==> src/rtl/yantra_thermal_monitor.sv <==
// Windowed per-layer activity integrator with hysteretic hot flags and a registered readout port.
// Optional peak-hold registers are enabled by defining YANTRA_TMON_PEAK_EN.

module yantra_tmon_lane #(
   parameter int WINDOW_LOG2 = 8,
   parameter int HOT_THRESH  = 192,
   parameter int COOL_THRESH = 128
) (
   input  logic       clk,
   input  logic       rst_n,
   input  logic       i_enable,
   input  logic       i_act,
   input  logic       i_close,
   output logic [7:0] o_snap,
   output logic [7:0] o_snap_nxt,
   output logic       o_hot,
   output logic       o_hot_nxt
);
   localparam logic [7:0] HOT_T  = 8'(HOT_THRESH);
   localparam logic [7:0] COOL_T = 8'(COOL_THRESH);

   logic [WINDOW_LOG2:0] r_cnt;
   logic [WINDOW_LOG2:0] w_final;
   logic [7:0]           r_snap;
   logic                 r_hot;

   // The closing cycle's own activity is part of the window.
   assign w_final = r_cnt + {{WINDOW_LOG2{1'b0}}, i_act};

   generate
      if (WINDOW_LOG2 >= 8) begin : g_shr
         logic [WINDOW_LOG2:0] w_shr;
         assign w_shr      = w_final >> (WINDOW_LOG2 - 8);
         assign o_snap_nxt = (w_shr > (WINDOW_LOG2+1)'(255)) ? 8'hFF : w_shr[7:0];
      end else begin : g_shl
         logic [8:0] w_shl;
         assign w_shl      = {w_final, {(8-WINDOW_LOG2){1'b0}}};
         assign o_snap_nxt = w_shl[8] ? 8'hFF : w_shl[7:0];
      end
   endgenerate

   assign o_hot_nxt = (o_snap_nxt >= HOT_T)  ? 1'b1 :
                      (o_snap_nxt <  COOL_T) ? 1'b0 : r_hot;

   always_ff @(posedge clk or negedge rst_n) begin
      if (!rst_n) begin
         r_cnt  <= '0;
         r_snap <= 8'h00;
         r_hot  <= 1'b0;
      end else if (i_close) begin
         r_cnt  <= '0;
         r_snap <= o_snap_nxt;
         r_hot  <= o_hot_nxt;
      end else if (i_enable && i_act) begin
         r_cnt  <= r_cnt + 1'b1;
      end
   end

   assign o_snap = r_snap;
   assign o_hot  = r_hot;
endmodule

module yantra_thermal_monitor #(
   parameter int WINDOW_LOG2 = 8,
   parameter int HOT_THRESH  = 192,
   parameter int COOL_THRESH = 128
) (
   input  logic       clk,
   input  logic       rst_n,
   input  logic       enable,
   input  logic [7:0] activity,
   input  logic       peak_clr,
   input  logic [3:0] rd_addr,
   output logic [7:0] rd_data,
   output logic [7:0] hot,
   output logic       alarm,
   output logic       window_done
);
   localparam int NUM_LANES = 8;
   localparam logic [WINDOW_LOG2-1:0] WIN_LAST = '1;

   logic [WINDOW_LOG2-1:0]          r_win_cnt;
   logic [6:0]                      r_win_idx;
   logic                            r_alarm;
   logic                            r_done;
   logic [7:0]                      r_rd_data;
   logic                            w_close;
   logic [NUM_LANES-1:0][7:0]       w_snap;
   logic [NUM_LANES-1:0][7:0]       w_snap_nxt;
   logic [NUM_LANES-1:0]            w_hot;
   logic [NUM_LANES-1:0]            w_hot_nxt;
   logic [7:0]                      w_rd_peak;
   logic [7:0]                      w_rd_pidx;
   logic [7:0]                      w_rd;

   assign w_close = enable && (r_win_cnt == WIN_LAST);

   genvar g;
   generate
      for (g = 0; g < NUM_LANES; g++) begin : g_lane
         yantra_tmon_lane #(
            .WINDOW_LOG2 (WINDOW_LOG2),
            .HOT_THRESH  (HOT_THRESH),
            .COOL_THRESH (COOL_THRESH)
         ) u_lane (
            .clk        (clk),
            .rst_n      (rst_n),
            .i_enable   (enable),
            .i_act      (activity[g]),
            .i_close    (w_close),
            .o_snap     (w_snap[g]),
            .o_snap_nxt (w_snap_nxt[g]),
            .o_hot      (w_hot[g]),
            .o_hot_nxt  (w_hot_nxt[g])
         );
      end
   endgenerate

   always_ff @(posedge clk or negedge rst_n) begin
      if (!rst_n) begin
         r_win_cnt <= '0;
         r_win_idx <= 7'd0;
         r_alarm   <= 1'b0;
         r_done    <= 1'b0;
      end else begin
         r_done <= w_close;
         if (enable) r_win_cnt <= r_win_cnt + 1'b1;
         if (w_close) begin
            r_win_idx <= r_win_idx + 1'b1;
            r_alarm   <= |w_hot_nxt;
         end
      end
   end

`ifdef YANTRA_TMON_PEAK_EN
   logic [7:0] r_peak;
   logic [2:0] r_peak_idx;
   logic [7:0] w_max;
   logic [2:0] w_max_idx;

   // Strict compare so the lowest layer index wins ties.
   always_comb begin
      w_max     = w_snap_nxt[0];
      w_max_idx = 3'd0;
      for (int i = 1; i < NUM_LANES; i++) begin
         if (w_snap_nxt[i] > w_max) begin
            w_max     = w_snap_nxt[i];
            w_max_idx = 3'(i);
         end
      end
   end

   always_ff @(posedge clk or negedge rst_n) begin
      if (!rst_n) begin
         r_peak     <= 8'h00;
         r_peak_idx <= 3'd0;
      end else if (peak_clr) begin
         r_peak     <= w_close ? w_max : 8'h00;
         r_peak_idx <= w_close ? w_max_idx : 3'd0;
      end else if (w_close && (w_max > r_peak)) begin
         r_peak     <= w_max;
         r_peak_idx <= w_max_idx;
      end
   end

   assign w_rd_peak = r_peak;
   assign w_rd_pidx = {5'b0, r_peak_idx};
`else
   logic w_unused_peak_clr;
   assign w_unused_peak_clr = peak_clr;
   assign w_rd_peak         = 8'h00;
   assign w_rd_pidx         = 8'h00;
`endif

   always_comb begin
      w_rd = 8'h00;
      if (!rd_addr[3]) begin
         w_rd = w_snap[rd_addr[2:0]];
      end else begin
         case (rd_addr[2:0])
            3'd0:    w_rd = w_hot;
            3'd1:    w_rd = {r_alarm, r_win_idx};
            3'd2:    w_rd = w_rd_peak;
            3'd3:    w_rd = w_rd_pidx;
            default: w_rd = 8'h00;
         endcase
      end
   end

   // Readout stays live while sampling is frozen.
   always_ff @(posedge clk or negedge rst_n) begin
      if (!rst_n) r_rd_data <= 8'h00;
      else        r_rd_data <= w_rd;
   end

   assign rd_data     = r_rd_data;
   assign hot         = w_hot;
   assign alarm       = r_alarm;
   assign window_done = r_done;
endmodule
==> config.mk <==
export PLATFORM = sky130hd
export DESIGN_NAME = yantra_thermal_monitor
export DESIGN_NICKNAME = d
export VERILOG_FILES = /design/src/rtl/yantra_thermal_monitor.sv
export SDC_FILE = /design/constraint.sdc
export NUM_CORES = 1
export LEC_CHECK = 0
export BUFFER_PORTS_ARGS = -buffer_cell sky130_fd_sc_hd__buf_2
export CAP_MARGIN = 25
export CORE_MARGIN = 2
export CORE_UTILIZATION = 60
export DETAILED_ROUTE_END_ITERATION = 7
export PLACE_DENSITY_LB_ADDON = 0.12
export SYNTH_ARGS = -nofsm -noshare
export SYNTH_HDL_FRONTEND = slang
export SYNTH_SLANG_ARGS = --single-unit
export TNS_END_PERCENT = 100
==> constraint.sdc <==
create_clock -name clk -period 2.55 [get_ports clk]
set_input_delay 0 -clock clk [delete_from_list [all_inputs] [get_ports clk]]
set_output_delay 0 -clock clk [all_outputs]
set_load 0.01 [all_outputs]
Word level (Yosys, flattened, before mapping)
Index checks and enable logic that the tools add are counted.

Multiplexer cells: 44. Reduce and logical (&&, ||, !) cells: 19. Add/subtract/negate cells: 18. Eq/ne operators: 2. $lt $le $gt $ge: 25.

Operators by type and width (number): $mux W9 (16); $mux W8 (10); $add A9 B1 Y9 (8); $add A9 B1 Y9 const B (8); $gt A9 B8 Y1 const B (8); $ge A8 B8 Y1 const B (8); $lt A8 B8 Y1 const B (8); $bmux W8 S3 (1); $mux W1 (16); $pmux W8 S2 (1); $reduce_bool A2 Y1 (8); $logic_and A1 B1 Y1 (9); $add A8 B1 Y8 const B (1); $eq A8 B8 Y1 const B (1); $reduce_or A8 Y1 (1); $add A7 B1 Y7 const B (1); $lt A3 B4 Y1 const B (1); $eq A3 B1 Y1 const B (1); $logic_not A3 Y1 (1).

Output and inout bits: 18. Bits of input ports: 16. Bits in registers: 169. Logic and storage cells: 137.

Logic depth before layout (Yosys ltp)
Gate-level depths: netlist of the first run.

Depth after elaboration: 7. Depth in mapped cells: 9. Gate-level depth less buffers: 8.

Hierarchy
From an unflattened synthesis of the first run, not the netlist that was laid out.

Cells, all modules: 1020. Area total of the unflattened synthesis: 10346.2 um^2.

By module, submodules not included: yantra_tmon_lane (area an instance 1077.3 um^2, cells an instance 108, times used 8); yantra_thermal_monitor (area an instance 1727.9 um^2, cells an instance 156, times used 1).

Least setup slack after synthesis of the first run
No wires, ideal clock.

Path kind: flip-flop to flip-flop. From: register g_lane[2].u_lane.r_cnt[0]. To: register r_alarm, in the netlist alarm. Stages on the path, launching flop included: 8. Setup time: 0.133 ns. Arrival time: 1.929 ns. Data required time: 2.417 ns. Path buffers: 0. Path slack: 0.489 ns. Clock period less this slack: 2.061 ns. Cells stage by stage: dfrtp_1 ha_1 ha_1 nand3_4 o31a_1 or3_1 a2111oi_2 a31oi_1.

Cells in the longest elaborated chain, start to end: 7. Elaborated cells between the ends (all ways): 8. Those cells by class: add/sub (1); order compare (3); mux (3); reduce/logical (1).

Ends and longest elaborated chain: start, declared (RTL line 22) `logic [WINDOW_LOG2:0] r_cnt;`; start signal, assigned (RTL line 55) `r_cnt <= r_cnt + 1'b1;`; $add A9 B1 Y9 * (RTL line 28) `assign w_final = r_cnt + {{WINDOW_LOG2{1'b0}}, i_act};`; $gt A9 B8 Y1 (RTL line 34) `assign o_snap_nxt = (w_shr > (WINDOW_LOG2+1)'(255)) ? 8'hFF : w_shr[7:0];`; $mux W8 * (RTL line 34); $lt A8 B8 Y1 (RTL line 43) `(o_snap_nxt < COOL_T) ? 1'b0 : r_hot;`; $mux W1 (RTL line 43); $mux W1 * (RTL line 42) `assign o_hot_nxt = (o_snap_nxt >= HOT_T) ? 1'b1 :`; $reduce_or A8 Y1 * (RTL line 130) `r_alarm <= |w_hot_nxt;`; end signal, assigned (RTL line 130); end, declared (RTL line 84) `logic r_alarm;`.

Every way passes the cells marked *; elsewhere a longest branch is shown, timed or not. A chain may end at the register's enable or synchronous reset.

Worst setup path in the final report of the first run
Ends and elaborated chain as after synthesis.

==> flow_summary_export.csv, run 1 <==
group,metric,value,unit
clock_tree,cts_max_path_buffers,2,
synth,synth_ff_type,"dfrtp_1",
die,core_area,14500,µm²
route,drcViolationCount,0,
layout,area_growth,10.7,%
critical_path,end_kind,"flop",
die,die_w,126,µm
timing,rsz0062_at_grt,"false",
place,io_buffers,32,
die,num_io_pins,34,
critical_path,crit_fanout,5,
power,p_leak,4.36,nW
global_route,grt_util_all_layers,0.268,
die,die_y,126,µm
layout,antenna-diode-count,0,
synth,async_reset_ff_frac,1.00,
global_route,grt_overflow,0,
clock_tree,cts-htree-levels,4,
timing,min_period,2.35,ns
timing,fmax,425,MHz
global_route,grt_pass1_vias,6759,
job,drv_cap,0,
synth,synth-edff-count,0,
synth,syn-num-nets,965,
power,max-vdd-ir-drop,0.569,mV
place,gp_congestion,0.876,
clock_tree,cts_root_buf,"clkbuf_16",
run_status,status,"finished, final reports clean",
clock_tree,cts_buffers,17,
timing,maxSlewHeadroom,0.599,
critical_path,worstSetupPathType,"reg2reg",
worst_hold_path,hold_class,"in2reg",
place,post-place-ws,0.215,ns
place,placed_area,9130,µm²
die,start_util,0.616,
synth,ys_seq_area_frac,0.473,
global_route,antenna_found_initial,0,
route,vias_per_cell,5.97,
power,power,8.11,mW
timing,skew,0.0103,ns
clock_tree,insertion_delay,0.44,ns
synth,syn_area,8950,µm²
timing,setup_ws,0.197,ns
critical_path,rr_worst_depth,7,
layout,final_cell_area,9900,µm²
route,routedWlPerCell,17.8,µm
critical_path,crit_start,"g_lane[2].u_lane.r_cnt[0]",
route,routed_wl,20000,µm
timing,setup_viol,0,
critical_path,endpoint,"alarm",
clock_tree,post-cts-setup-buffers,0,
synth,ys_warn_count,0,
timing,timing.final.crit_share,0.923,
place,dpl.hpwl,13800,µm
route,detailedRoute.firstIterationViolations,510,
critical_path,crit_required,2.86,ns
route,num_vias,6709,
synth,synth_cells,923,
critical_path,start_kind,"flop",
synth,syn_avg_cell_area,9.70,µm²
route,ant_nets,0,
global_route,grt_max_degree,65,
die,rows,44,
timing,finalSetupTns,0,ns
timing,slew_viol_final,0,
critical_path,rr_endpoint,"alarm",
critical_path,r2r_slack,0.20,ns
clock_tree,clkTransAtPathRegs,0.07,ns
timing,hold_violations,0,
synth,synth-seq-cells,169,
critical_path,rr_startpoint,"g_lane[2].u_lane.r_cnt[0]",
critical_path,crit_arrival,2.66,ns
clock_tree,clkSinkCount,169,
global_route,grt_pass1_wl,33800,µm
die,die_area,15900,µm²
layout,nets,968,
layout,drive_above_1_share,0.103,
route,drtPass1Iterations,5,
clock_tree,cts_tree,"built",
power,power_density,819,nW/µm²
timing,worst_pin_slew,0.602,ns
synth,yosysUniqueCellTypes,45,
==> flip-flops by register name, indices dropped and copies added, names as in the netlist <==
name	cells
rd_data	8
alarm	1
g_lane.u_lane.o_hot	8
g_lane.u_lane.r_cnt	72
r_win_cnt	8
r_win_idx	7
window_done	1
g_lane.u_lane.o_snap	64
==> what timing repair did <==
action / 4_1_cts / 5_1_grt
setup endpoints to repair: 0 / 0
resized for setup: 0 / 0
hold endpoints to repair: 81 / 0
hold buffers: 10 / 0
==> cell usage after synthesis (19+ instances only) <==
cell type / instances / area, µm²
nor2_1: 122 / 458
nand3_1: 38 / 190
buf_2: 20 / 100
a21oi_1: 70 / 350
xnor2_1: 55 / 482
nand4_1: 19 / 119
xor2_1: 57 / 499
or3_1: 22 / 138
ha_1: 26 / 325
nand2_1: 93 / 349
clkbuf_1: 31 / 116
dfrtp_1: 169 / 4230
o21ai_0: 44 / 220
==> logic make-up after synthesis <==
| logic type | Yosys count | synth area share |
|---|---|---|
| DFF | 169 | 0.473 |
| AOI/OAI and AO/OA | 178 | 0.123 |
| and+or+nand+nor | 332 | 0.169 |
| xor gates and xnor gates | 112 | 0.110 |
| adders and majority gates | 26 | 0.0364 |
| muxes | 21 | 0.0460 |
| buffers and inverters | 85 | 0.0436 |
==> layout by cell type, fill, tap and decap left out, types with 4 or more instances in the layout <==
| cell type | Yosys | layout |
|---|---|---|
| buf_2 | 20 | 31 |
| ha_1 | 26 | 26 |
| and4_1 | 4 | 4 |
| nand4_1 | 19 | 19 |
| and3_1 | 13 | 13 |
| dfrtp_1 | 169 | 169 |
| clkbuf_16 | 0 | 17 |
| mux4_2 | 16 | 16 |
| o21a_1 | 6 | 6 |
| mux2i_1 | 4 | 4 |
| xor2_1 | 57 | 57 |
| nand3_1 | 38 | 38 |
| nor2_1 | 122 | 122 |
| o21ai_0 | 44 | 44 |
| o2111ai_1 | 5 | 5 |
| bufinv_16 | 0 | 6 |
| a22oi_1 | 4 | 4 |
| o31ai_1 | 7 | 7 |
| xnor2_1 | 55 | 55 |
| a21oi_1 | 70 | 70 |
| nand2_1 | 93 | 93 |
| inv_1 | 14 | 14 |
| a221oi_1 | 9 | 9 |
| o22a_1 | 16 | 16 |
| or3_1 | 22 | 22 |
| and2_1 | 11 | 11 |
| dlygate4sd3_1 | 0 | 10 |
| buf_4 | 9 | 9 |
| nor3_1 | 5 | 5 |
==> where the power goes <==
part	total, mW	switching, mW	leakage, nW	internal [mW]
Clock	2.96	1.07	0.332	1.89
Sequential	3.75	0.668	2.24	3.08
Combinational	1.40	0.721	1.79	0.682
Total	8.11	2.46	4.36	5.65
==> per-stage QoR <==
step                 util  cells  hold slack [ns]
floorplan               -    923           -0.296
CTS                 0.681   1123           0.0852
detailed placement  0.628   1081           0.0281
finish              0.681   1123           0.0888
global route        0.681   1123            0.107
global placement    0.628   1081           0.0210
==> cell type report <==
type | count | area (µm²)
clock buffer | 21 | 460
clock inverter | 11 | 216
fill | 1109 | 4630
inverter | 16 | 62.6
multi-input combinational | 669 | 4330
sequential | 169 | 4230
tap | 184 | 230
timing repair buffer | 53 | 374
==> worst min-delay path by stage <==
stage | start | end | depth (start not counted)
final | enable | r_win_cnt[4] | 3
after global routing | enable | g_lane[3].u_lane.r_cnt[1] | 4
after detailed placement | rst_n | window_done | 1
after floorplan | rst_n | alarm | 0
after global placement | rst_n | window_done | 1
after CTS | enable | r_win_cnt[4] | 3
==> worst max-delay path: stages (launching register included) <==
cell	delay, ns
dfrtp_1	0.42
ha_1	0.21
ha_1	0.25
nand3_4	0.12
o31a_1	0.35
or3_1	0.33
a2111oi_2	0.41
a31oi_1	0.13
==> routing by layer <==
layer / wire (µm) / GRT usage
met5: 0 / 0
met4: 364 / 0.0879
met3: 920 / 0.0484
met2: 9670 / 0.436
met1: 9050 / 0.367
No activity file was read; power rests on OpenSTA's default activity.
==> run 2, diff against run 1 <==
- clock period: 2.55 -> 2.5 ns (I/O delays scaled with it)
==> run 2 against run 1 <==
Effect of this change: die area unchanged; via count shrank 0.43%; clock power down 12%; worst setup slack improved by 0.055 ns; combinational power about the same; sequential power increased by 2%; highest routed layer unchanged; largest power group unchanged; global-route usage decreased by 0.48 points; critical endpoint unchanged; critical path type unchanged; flip-flop and latch count unchanged.
==> flow_summary_export.csv, run 2 (synthesis gave the netlist of run 1 again) <==
group,metric,value,unit
timing,finalSetupTns,0,ns
power,max-vdd-ir-drop,0.505,mV
route,routedWlPerCell,17.3,µm
die,rows,44,
timing,skew,0.00841,ns
layout,fin_util,0.675,
die,die_y,126,µm
layout,stdcell_count,1124,
timing,setup_ws,0.252,ns
die,start_util,0.616,
timing,min_period,2.25,ns
critical_path,cp_common_cell,"ha_1",
timing,hold_violations,0,
global_route,grt_util_all_layers,0.263,
layout,mostFrequentLayoutCells,"dfrtp_1, nor2_1, nand2_1",
worst_hold_path,hold_class,"in2reg",
clock_tree,cts_buffers,17,
route,routed_wl,19400,µm
job,drv_cap,0,
layout,final_common_cell,"dfrtp_1",
timing,rsz0062_at_grt,"false",
critical_path,r2r_slack,0.25,ns
clock_tree,insertion_delay,0.44,ns
critical_path,crit_fanout,5,
timing,holdWs,0.0650,ns
critical_path,rr_worst_depth,7,
place,placed_cells,1082,
critical_path,path_depth,7,
layout,area_growth,9.70,%
clock_tree,clkSinkCount,169,
clock_tree,cts-htree-levels,4,
route,drcViolationCount,0,
critical_path,slowest_stage,"dfrtp_1",
layout,regMostFlops,"g_lane.u_lane.r_cnt",
critical_path,crit_chain,"ha_1 -> ha_1 -> nand3_4 -> o31a_1 -> or3_1 -> a2111oi_2 -> a31oi_1",
place,io_buffers,32,
global_route,grt_pass1_wl,33100,µm
run_status,status,"finished, final reports clean",
route,vias_per_cell,5.94,
power,power,7.83,mW
power,power_density,797,nW/µm²
critical_path,worstSetupPathType,"reg2reg",
layout,antenna-diode-count,0,
place,placed_area,9130,µm²
timing,setup_viol,0,
layout,drive_above_1_share,0.106,
critical_path,end_kind,"flop",
place,post-place-ws,0.190,ns
critical_path,crit_start,"g_lane[2].u_lane.r_cnt[0]",
timing,maxSlewHeadroom,0.574,
timing,slew_viol_final,0,
clock_tree,cts_max_path_buffers,2,
die,die_area,15900,µm²
critical_path,rr_startpoint,"g_lane[2].u_lane.r_cnt[0]",
clock_tree,cts_root_buf,"clkbuf_16",
global_route,antenna_found_initial,0,
route,detailedRoute.firstIterationViolations,488,
global_route,grt_max_degree,70,
die,core_area,14500,µm²
worst_hold_path,holdCritStartpoint,"enable",
layout,nFillCells,1110,
layout,largest_reg_flops,72,
place,dpl.hpwl,13700,µm
clock_tree,clkTransAtPathRegs,0.06,ns
critical_path,crit_arrival,2.56,ns
clock_tree,cts_tree,"built",
clock_tree,post-cts-setup-buffers,0,
critical_path,rr_endpoint,"alarm",
place,gp_congestion,0.878,
critical_path,crit_required,2.81,ns
die,num_io_pins,34,
power,p_leak,4.32,nW
route,drtPass1Iterations,5,
route,num_vias,6680,
timing,worst_pin_slew,0.639,ns
worst_hold_path,whs_path_depth,3,
global_route,grt_pass1_vias,6715,
critical_path,cp_slowest_stage_delay,0.41,ns
critical_path,cpLargestDelayFamily,"compound AO/OA/AOI/OAI gates",
critical_path,worstPathBufferInverterCount,0,
critical_path,endpoint,"alarm",
critical_path,start_kind,"flop",
timing,timing.final.crit_share,0.899,
die,die_w,126,µm
route,ant_nets,0,
layout,final_cell_area,9820,µm²
timing,fmax,445,MHz
layout,nets,969,
global_route,grt_overflow,0,
-- run 2: cell types whose count changed in the layout (fill, tap and decap cells not counted), moves of 2 or more --
cell	before	now
clkbuf_8	2	5
clkinv_4	2	0
clkinv_2	2	4
bufinv_16	6	1
clkbuf_1	2	0
clkinvlp_4	0	3
-- run 2: worst min path at each step --
stage	end	slack (ns)
after global placement	window_done	0.03
after detailed placement	window_done	0.05
final	r_win_cnt[4]	0.07
after CTS	r_win_cnt[4]	0.05
after global routing	r_win_cnt[4]	0.09
after floorplan	alarm	-0.30
-- run 2: report_power, final --
part	total [mW]	leakage (nW)	internal, mW	switching (mW)
logic	1.42	1.79	0.698	0.719
registers	3.81	2.24	3.14	0.666
clock network	2.60	0.285	1.50	1.10
total	7.83	4.32	5.34	2.49
-- run 2: timing repair --
action / CTS / global route
hold endpoints to repair: 87 / 0
resized for setup: 0 / 1
hold buffers: 10 / 0
endpoints found under the setup margin: 0 / 1
-- run 2: final cells by class --
cell class	instances	area [µm²]	area share
Clock buffer	22	494	0.0503
Clock inverter	10	90.1	0.00918
Inverter	16	62.6	0.00637
Multi-Input combinational cell	669	4330	0.441
Sequential cell	169	4230	0.431
Tap cell	184	230	0.0235
Timing Repair Buffer	54	382	0.0389
-- run 2: worst min-delay path, stage by stage --
cell	delay (ns)
buf_2	0.10
and4_1	0.27
xor2_1	0.09
-- run 2: per-layer routing --
metal	vias up	wire length, µm	global-route usage	part of all wire
met3	24	1080	0.0688	0.056
met2	183	9040	0.416	0.47
li1	3194	-	-	-
met4	0	329	0.0789	0.017
met1	3279	8950	0.361	0.46
met5	-	0	0	0
==> run 3, diff against run 2 <==
- ABC_AREA: not set -> 1
==> run 3 against run 2 <==
Effect of this change: clock skew down 0.0022 ns; worst setup slack better by 0.095 ns; die area increased by 5.9%; largest power group unchanged; largest cell class unchanged; sequential share of layout area fell by 3.0 points; critical path type unchanged.
==> flow_summary_export.csv, run 3 <==
group,metric,value,unit
run_status,status,"finished, final reports clean",
worst_hold_path,hold_class,"in2reg",
timing,setup_viol,0,
clock_tree,clkTransAtPathRegs,0.06,ns
timing,min_period,2.15,ns
synth,post-synth-top-count-cell,"nand2_1",
job,drv_cap,0,
timing,holdWs,0.0579,ns
die,rows,45,
timing,finalSetupTns,0,ns
place,io_buffers,32,
place,gp_congestion,0.896,
die,core_area,15300,µm²
die,die_y,130,µm
critical_path,cpLargestDelayFamily,"simple AND/OR/NAND/NOR gates",
timing,maxSlewHeadroom,0.589,
critical_path,crit_required,2.82,ns
route,routed_wl,22500,µm
route,detailedRoute.firstIterationViolations,733,
synth,synth_ff_type,"dfrtp_1",
route,routedWlPerCell,15.5,µm
critical_path,cp_slowest_stage_delay,0.42,ns
critical_path,start_kind,"flop",
layout,nFillCells,1277,
synth,ys_top_cells_by_area,"dfrtp_1, nand2_1, xor2_1",
synth,syn_avg_cell_area,7.91,µm²
critical_path,crit_arrival,2.47,ns
timing,slew_viol_final,0,
timing,timing.final.crit_share,0.861,
place,dpl.hpwl,16000,µm
die,die_area,16800,µm²
synth,syn-num-nets,1243,
critical_path,end_kind,"flop",
synth,yosysTopAreaCell,"dfrtp_1",
clock_tree,clkSinkCount,169,
synth,syn_area,9490,µm²
global_route,grt_overflow,0,
die,num_io_pins,34,
critical_path,cp_common_cell,"nand2_1",
critical_path,worstPathBufferInverterCount,1,
timing,hold_violations,0,
critical_path,crit_chain,"ha_1 -> ha_1 -> nand3_1 -> inv_1 -> nand3_1 -> nand2_1 -> nand3_1 -> nand2_1 -> nand2_1 -> nor2_1 -> nand2_1 -> nand2_1 -> nand2_1",
clock_tree,cts_max_path_buffers,2,
route,vias_per_cell,5.64,
die,start_util,0.620,
synth,ys_seq_area_frac,0.445,
power,power_density,955,nW/µm²
power,p_leak,5.10,nW
critical_path,slowest_stage,"dfrtp_1",
layout,largest_reg_flops,72,
timing,fmax,464,MHz
critical_path,worstSetupPathType,"reg2reg",
power,max-vdd-ir-drop,0.635,mV
layout,final_common_cell,"nand2_1",
clock_tree,insertion_delay,0.43,ns
synth,synth-edff-count,0,
critical_path,crit_fanout,5,
timing,worst_pin_slew,0.617,ns
synth,synth_top_area_share,0.445,
clock_tree,cts_buffers,17,
clock_tree,cts_root_buf,"clkbuf_16",
synth,synth_cells,1201,
layout,nets,1275,
global_route,grt_util_all_layers,0.282,
route,num_vias,8212,
synth,ys_warn_count,0,
global_route,grt_max_degree,64,
layout,drive_above_1_share,0.0732,
route,drtPass1Iterations,5,
die,die_w,130,µm
clock_tree,cts-htree-levels,4,
layout,mostFrequentLayoutCells,"nand2_1, dfrtp_1, inv_1",
global_route,grt_pass1_wl,37200,µm
layout,regMostFlops,"g_lane.u_lane.r_cnt",
route,drcViolationCount,0,
global_route,antenna_found_initial,1,
synth,async_reset_ff_frac,1.00,
layout,antenna-diode-count,0,
synth,yosys-top-cells-count,"nand2_1, dfrtp_1, inv_1",
layout,area_growth,11.1,%
clock_tree,cts_tree,"built",
global_route,grt_pass1_vias,7510,
route,ant_nets,0,
timing,skew,0.00622,ns
synth,synth-seq-cells,169,
timing,rsz0062_at_grt,"false",
synth,yosysUniqueCellTypes,39,
[run 3: cell count changes in the layout (fill, tap and decap cells not counted), moves of 22 or more]
cell     delta
xnor2_1    -45
nand2_1   +149
or3_1      -22
o21ai_0    +58
inv_1     +134
nand3_1    +71
[run 3: layer usage]
| layer | vias to the layer above | GRT usage | part of all wire |
|---|---|---|---|
| met2 | 250 | 0.443 | 0.46 |
| met3 | 38 | 0.0652 | 0.055 |
| met4 | 2 | 0.0740 | 0.016 |
| met5 | - | 0 | 0.00058 |
| met1 | 3920 | 0.398 | 0.47 |
| li1 | 4002 | - | - |
[run 3: cell families (layout without fill, tap and decap cells)]
family | count (synthesis) | after routing | synth area share
DFF | 169 | 169 | 0.445
buffers and inverters | 193 | 236 | 0.0847
xor gates and xnor gates | 74 | 74 | 0.0683
muxes | 1 | 1 | 0.00119
and+or+nand+nor | 498 | 498 | 0.222
AOI/OAI and AO/OA | 240 | 240 | 0.144
adders and majority gates | 26 | 26 | 0.0343
[run 3: worst min-delay path, stage by stage]
cell and delay [ns]:
buf_2 0.15, o21ai_0 0.15, o21ai_0 0.12
[run 3: cell type report]
class	count	area [µm²]	area share
tap	211	264	0.0250
inverter	148	556	0.0527
sequential	169	4230	0.401
timing repair buffer	58	452	0.0428
multi-input combinational	839	4460	0.423
clock inverter	10	153	0.0145
clock buffer	20	437	0.0414
[run 3: worst paths after layout]
check	depth (start not counted)	slack, ns	start	to
worst min register to register	1	0.47	r_win_cnt[5]	r_win_cnt[5]
worst min-delay path	3	0.06	rd_addr[2]	rd_data[7]
worst max-delay path	13	0.35	g_lane[5].u_lane.r_cnt[0]	alarm
max in group asynchronous	3	1.62	rst_n	g_lane[0].u_lane.r_cnt[0]
worst max register to register	13	0.35	g_lane[5].u_lane.r_cnt[0]	alarm
min in group asynchronous	2	0.14	rst_n	g_lane[7].u_lane.r_cnt[6]
[run 3: repair_timing]
action,in CTS,in global routing
buffers inserted,0,0
gates resized for setup,0,0
endpoints found under the hold margin,74,0
hold buffers,11,0
[run 3: stage by stage]
stage               setup slack [ns]  area, µm²  utilization  power, mW  cells
floorplan                      0.738       9490            -       6.48   1201
global placement               0.436       9850        0.643       7.24   1414
detailed placement             0.365       9850        0.643       7.34   1414
CTS                            0.344      10600        0.689       10.1   1455
global route                   0.136      10600        0.689       10.7   1455
finish                         0.347      10600        0.689       10.1   1455
[run 3: power breakdown]
part	total [mW]	internal, mW	switching (mW)
Combinational	2.93	1.12	1.81
Sequential	4.45	3.57	0.875
Clock	2.69	1.65	1.04
